`src/rtl/mod_updown_counter_if.sv`:
```
// Control and status bundle for mod_updown_counter.
// The master drives the count controls; the slave (the counter) returns count and bound flags.
interface mod_updown_counter_if #(
  parameter int unsigned WIDTH = 8
);
  logic             clear;
  logic             load;
  logic [WIDTH-1:0] load_value;
  logic             enable;
  logic             up_down;
  logic [WIDTH-1:0] counter_out;
  logic             terminal_count;
  logic             wrap_pulse;
  logic             overflow;

  modport master (
    output clear, load, load_value, enable, up_down,
    input  counter_out, terminal_count, wrap_pulse, overflow
  );

  modport slave (
    input  clear, load, load_value, enable, up_down,
    output counter_out, terminal_count, wrap_pulse, overflow
  );
endinterface

```
`src/rtl/mod_updown_counter.sv`:
```
// Modulo up/down counter with clear, clamped load, and wrap or saturate at the bounds.
// terminal_count is combinational so it can feed the next stage's enable directly.
module mod_updown_counter #(
  parameter int unsigned     WIDTH    = 8,
  parameter longint unsigned MODULUS  = 256,
  parameter bit              SATURATE = 1'b0
) (
  input logic                 clock,
  input logic                 reset,
  mod_updown_counter_if.slave bus
);

  localparam logic [WIDTH-1:0] MAX_COUNT = WIDTH'(MODULUS - 64'd1);

  logic [WIDTH-1:0] count;
  logic [WIDTH-1:0] count_next;
  logic             wrap_q;
  logic             wrap_next;
  logic             overflow_q;
  logic             overflow_next;
  logic             at_top;
  logic             at_bottom;
  logic             bound_event;

  assign at_top      = (count == MAX_COUNT);
  assign at_bottom   = (count == '0);
  assign bound_event = bus.enable & ~bus.clear & ~bus.load &
                       (bus.up_down ? at_top : at_bottom);

  // Explicit bound compare keeps arithmetic modulo MODULUS rather than 2**WIDTH.
  always_comb begin
    count_next    = count;
    overflow_next = overflow_q;
    wrap_next     = 1'b0;
    if (bus.clear) begin
      count_next    = '0;
      overflow_next = 1'b0;
    end else if (bus.load) begin
      count_next = (bus.load_value > MAX_COUNT) ? MAX_COUNT : bus.load_value;
    end else if (bus.enable) begin
      if (bound_event) begin
        wrap_next     = 1'b1;
        overflow_next = 1'b1;
        if (SATURATE)
          count_next = count;
        else
          count_next = bus.up_down ? '0 : MAX_COUNT;
      end else begin
        count_next = bus.up_down ? count + WIDTH'(1) : count - WIDTH'(1);
      end
    end
  end

  always_ff @(posedge clock or negedge reset) begin
    if (!reset) begin
      count      <= '0;
      wrap_q     <= 1'b0;
      overflow_q <= 1'b0;
    end else begin
      count      <= count_next;
      wrap_q     <= wrap_next;
      overflow_q <= overflow_next;
    end
  end

  assign bus.counter_out    = count;
  assign bus.terminal_count = bound_event;
  assign bus.wrap_pulse     = wrap_q;
  assign bus.overflow       = overflow_q;

endmodule

```
`src/flat_wrapper.sv`:
```
// flat-port wrapper written by rule: the top's interface ports become plain ports
module mod_updown_counter_flat 
#(
  parameter int unsigned     WIDTH    = 8,
  parameter longint unsigned MODULUS  = 256,
  parameter bit              SATURATE = 1'b0
)
  (clock, reset, bus_clear, bus_load, bus_load_value, bus_enable, bus_up_down, bus_counter_out, bus_terminal_count, bus_wrap_pulse, bus_overflow);
  mod_updown_counter_if #(.WIDTH(WIDTH)) bus_i ();
  input logic clock;
  input logic reset;
  input wire logic [$bits(bus_i.clear)-1:0] bus_clear;
  input wire logic [$bits(bus_i.load)-1:0] bus_load;
  input wire logic [$bits(bus_i.load_value)-1:0] bus_load_value;
  input wire logic [$bits(bus_i.enable)-1:0] bus_enable;
  input wire logic [$bits(bus_i.up_down)-1:0] bus_up_down;
  output wire logic [$bits(bus_i.counter_out)-1:0] bus_counter_out;
  output wire logic [$bits(bus_i.terminal_count)-1:0] bus_terminal_count;
  output wire logic [$bits(bus_i.wrap_pulse)-1:0] bus_wrap_pulse;
  output wire logic [$bits(bus_i.overflow)-1:0] bus_overflow;
  assign bus_i.clear = bus_clear;
  assign bus_i.load = bus_load;
  assign bus_i.load_value = bus_load_value;
  assign bus_i.enable = bus_enable;
  assign bus_i.up_down = bus_up_down;
  assign bus_counter_out = bus_i.counter_out;
  assign bus_terminal_count = bus_i.terminal_count;
  assign bus_wrap_pulse = bus_i.wrap_pulse;
  assign bus_overflow = bus_i.overflow;
  mod_updown_counter #(.WIDTH(WIDTH), .MODULUS(MODULUS), .SATURATE(SATURATE)) u_core (.clock(clock), .reset(reset), .bus(bus_i));
endmodule
```
`config.mk`:
```
export PLATFORM = sky130hd
export DESIGN_NAME = mod_updown_counter_flat
export DESIGN_NICKNAME = d
export VERILOG_FILES = /design/src/rtl/mod_updown_counter_if.sv /design/src/rtl/mod_updown_counter.sv /design/src/flat_wrapper.sv
export SDC_FILE = /design/constraint.sdc
export NUM_CORES = 1
export LEC_CHECK = 0
export CAP_MARGIN = 15
export CORE_MARGIN = 8
export CORE_UTILIZATION = 50
export DETAILED_ROUTE_END_ITERATION = 12
export GPL_ROUTABILITY_DRIVEN = 0
export HOLD_SLACK_MARGIN = 0.1
export PLACE_DENSITY = 0.92
export SYNTH_ARGS = -nofsm -noshare
export SYNTH_HDL_FRONTEND = slang
export SYNTH_SLANG_ARGS = --single-unit
export TNS_END_PERCENT = 20
```
`constraint.sdc`:
```
create_clock -name clock -period 3.48 [get_ports clock]
set_input_delay 0.522 -clock clock [delete_from_list [all_inputs] [get_ports clock]]
set_output_delay 0.522 -clock clock [all_outputs]
set_load 0.02 [all_outputs]
```
# ---- Yosys cells after proc, flatten, opt, wreduce, memory -nomap -nowiden
# Index checks and enable logic that the tools add are counted.
dict set report word_totals {
  ff_bits 10
  out_inout_bits 11
  word_cells 34
}
dict set report classes {
  addsub 2
  magnitude_cmp 1
  n_eq_ne 2
  n_mux 16
  bitwise_logic 5
  reduce_logical 5
}
# operator n
set ops {}
lappend ops {{$mux W8} 7}
lappend ops {{$mux W1} 9}
lappend ops {{$add A8 B1 Y8 const B} 1}
lappend ops {{$eq A8 B8 Y1 const B} 1}
lappend ops {{$gt A8 B8 Y1 const B} 1}
lappend ops {{$logic_not A8 Y1} 1}
lappend ops {{$sub A8 B1 Y8 const B} 1}
lappend ops {{$reduce_bool A2 Y1} 2}
lappend ops {{$and A1 B1 Y1} 3}
lappend ops {{$reduce_and A3 Y1} 1}
lappend ops {{$reduce_bool A3 Y1} 1}
lappend ops {{$ne A2 B2 Y1 const B} 1}
lappend ops {{$not A1 Y1} 2}

# ---- Logic depth before layout (Yosys ltp)
dict set report depth {
  word_depth 8
  depth_mapped 8
  depth_no_buf 8
}

# ---- Worst setup path after synthesis
# No wires, ideal clock.
dict set report synth_timing {
  path_type {register to register}
  from {register u_core.count[0] (netlist: u_core.bus.counter_out[0])}
  to {register u_core.count[6] (netlist: u_core.bus.counter_out[6])}
  setup_ps 111
  arrival_time_ps 1955
  required_time_ps 3369
  setup_slack_ps 1414
  stages_incl_launch_ff 9
  path_buffers 0
  period_less_slack_ps 2066
  cell_sequence {dfrtp_1 > inv_1 > fa_1 > nand2b_1 > a21oi_1 > o21a_1 > or3_1 > a31oi_1 > a2111oi_2}
}
dict set report synth_via {
  elab_chain_cells 7
  elab_cells_between_ends 11
  cone_classes {add/sub (2); eq/ne (1); mux (6); bitwise (1); reduce/logical (1)}
}
# item line
set synth_lines {}
lappend synth_lines {{start, declared} mod_updown_counter.sv:15} ;# logic [WIDTH-1:0] count;
lappend synth_lines {{start signal, assigned} mod_updown_counter.sv:60} ;# count <= count_next;
lappend synth_lines {{branches (longest 3 deep; another with $sub A8 B1 Y8)} --}
lappend synth_lines {{$mux W8 *} mod_updown_counter.sv:41} ;# if (bound_event) begin
lappend synth_lines {{$mux W8 *} mod_updown_counter.sv:40} ;# end else if (bus.enable) begin
lappend synth_lines {{$mux W8 *} mod_updown_counter.sv:38} ;# end else if (bus.load) begin
lappend synth_lines {{$mux W8 *} mod_updown_counter.sv:35} ;# if (bus.clear) begin
# Every way passes the cells marked *. The select of a mux whose other input is x is not followed.
# A chain may end at the register's enable or synchronous reset.

# ---- Worst setup path in the final report
dict set report layout_timing {
  from {input port bus_enable}
  to {output port bus_terminal_count}
}
dict set report layout_via {
  elab_chain_cells 3
}
# item line
set layout_lines {}
lappend layout_lines {{start, declared} flat_wrapper.sv:15} ;# input wire logic [$bits(bus_i.enable)-1:0] bus_enable;
lappend layout_lines {{$and A1 B1 Y1 (3 in series)} mod_updown_counter.sv:27} ;# assign bound_event = bus.enable & ~bus.clear & ~bus.load &
lappend layout_lines {{end, declared} flat_wrapper.sv:18} ;# output wire logic [$bits(bus_i.terminal_count)-1:0] bus_terminal_count;
# No other way between the ends.

==> metrics <==
mean post-synth cell area=8.394 um^2; layout cells sized above 1=12.50%; Die Wd=58.98 um; std cell rows=15; Clock Latency Late Sink=0.26 ns; Mapped Area=923.4 um^2; nature of the critical path endpoint=output port; Via density=5.708; Reg clk slew, reported paths=0.07 ns; Setup Fix Bufs, Post-CTS=0; Crit path required time=2.96 ns; Final Cycle Share=88.11%; Fin Clk Skew=0.001170 ns; antenna-violating nets left=0; reported max-cap violation count=0; Least-Margin Pin Slew=0.4516 ns; # IOs=25; total number of vias=919; Final Slew Violations=0; area delta synth->final=31.57%; Total GRT Usage=15.33%; die span in y=58.98 um; CP Launch Type=input port; crit path capture=bus_terminal_count; Inserted Diodes=0; first-pass detailed-route iteration total=4; Crit Path Class=in -> out; Multi-input gate area=608.1 um^2; Root Driver=clkbuf_4; Routed WL per cell=15.47 um; Rel. slew slack=69.80%; total power=0.0003886 W; DIE AREA=0.003478 mm^2; Post-synth EDFFs=0; vias in the first global route=979; fin crit period=3.066 ns; PortBufs=24; first-pass GRT wire length=4312 um; syn nets=131; outcome=finished clean; Layout fillers=133; Post-Route WL=2491 um; Initial Util=53.48%; DPL Wire Length=2014 um; # nets final=158; core area=0.001727 mm^2; Storage cell area=250.2 um^2; largest net degree at the start of global routing=19; Seq/Total Area, Yosys=27.10%; Worst Setup SP=bus_enable; setup repair after global routing missed its margin=false; gr ovfl total=0; Worst VDD drop=0.2637 mV; worst r2r path cells=8; FFs w/ async S/R, synth=100.0%; Setup violations, final=0; Yosys reg bits=10; Setup WS post-layout=0.4139 ns; Remaining DRCs=0; Min-Delay Path Class=reg -> reg; worst r2r dst=u_core.bus.counter_out[6]; TNS Setup=0 ns; CTS buffer count=3; CTS tree=done; hold-fix buffers at CTS=0; CTS H-tree lvls=1; Most used DFF post-synth=dfrtp_1; Final Hold Fails=0; CP arrival=2.54 ns; CP Max Fanout=10; yosys warns=0; clk buf depth=2; Place WS=0.4390 ns; power per standard cell area=319.8 mW/mm^2; R2R Setup Slk=1.21 ns; post-CTS resize count=0; Detailed Route Iter0 Violations=39; static leakage=0.5060 nW; Fmax=0.3261 GHz; worst r2r src=u_core.bus.counter_out[0]; clock sink total=10; initial antenna violation count=0; synth unique cells=36; Synth Instances=110
==> layout make-up <==
type,count,area share [%]
tap,25,2.575
multi-input combinational,87,50.05
sequential,10,20.60
timing repair buffer,26,21.01
clock buffer,4,2.987
inverter,9,2.781
==> flip-flops by register name, indices dropped and copies added, names as in the netlist <==
name                    cells
u_core.bus.counter_out      8
u_core.bus.overflow         1
u_core.bus.wrap_pulse       1
==> power by group <==
part / switching [W] / internal (W)
Sequential: 0.0000146 / 0.000124
Clock: 0.0000403 / 0.0000635
Combinational: 0.0000756 / 0.0000705
Total: 0.000130 / 0.000258
==> cell usage after synthesis, types with 3 or more instances <==
cell type  count  area [um^2]
a21oi_1       15        75.07
nand2_1        4        15.01
xnor2_1        4        35.03
nand2b_1       3        18.77
ha_1           6        75.07
inv_1          8        30.03
o21ai_0        5        25.02
nor3_1         7        35.03
dfrtp_1       10        250.2
nand3_1        3        15.01
nor2_1        14        52.55
==> layer usage <==
layer	track usage [%]	vias to the layer above	share of wire (%)
met4	3.754	0	0.84
li1	-	454	-
met2	28.50	26	53
met3	3.254	2	4.8
met5	0	-	0
met1	17.06	437	41
==> cell families (layout without fill, tap and decap cells) <==
family	after synthesis	in the layout	synth area share, %
and+or+nand+nor	45	45	29.81
xor gates and xnor gates	4	4	3.794
buffers and inverters	13	39	7.045
adders and majority gates	7	7	10.30
AOI/OAI and AO/OA	31	31	21.95
DFF	10	10	27.10
==> worst min path at each step <==
stage	startpoint	end	cells after the start
6_report	u_core.bus.overflow	u_core.bus.overflow	2
3_5_place_dp	u_core.bus.overflow	u_core.bus.overflow	2
2_1_floorplan	reset	u_core.bus.counter_out[0]	0
4_1_cts	u_core.bus.overflow	u_core.bus.overflow	2
3_3_place_gp	u_core.bus.overflow	u_core.bus.overflow	2
5_1_grt	u_core.bus.overflow	u_core.bus.overflow	2
==> critical path, stage by stage <==
cell and delay (ns):
clkdlybuf4s50_1 0.69, nor4b_2 0.34, and3_4 0.26, nor2_4 0.06
inv_2 0.07, clkdlybuf4s50_1 0.60
==> cell usage in the layout (no fill, tap or decap), types with 2 or more instances in the layout <==
cell and n:
buf_4 2, nand2b_1 3, o21ai_0 5, dfrtp_1 10, nand3_1 3, a31oi_1 2, inv_1 8, xnor2_1 4
nand3b_1 2, ha_1 6, a21oi_1 15, nand2_1 4, clkbuf_4 3, nor4_1 2, a2111oi_2 2, o21bai_1 2
clkdlybuf4s50_1 24, nor3_1 7, nor2_1 14
==> per-stage QoR <==
step	area, um^2	util, %	hold slack [ns]	std cells
4_1_cts	1215	70.36	0.5418	161
3_3_place_gp	1179	68.26	0.5570	157
5_1_grt	1215	70.36	0.5907	161
6_report	1215	70.36	0.5373	161
2_1_floorplan	923.4	-	0.2264	110
3_5_place_dp	1179	68.26	0.5314	157
(Power assumes the default switching activity.)
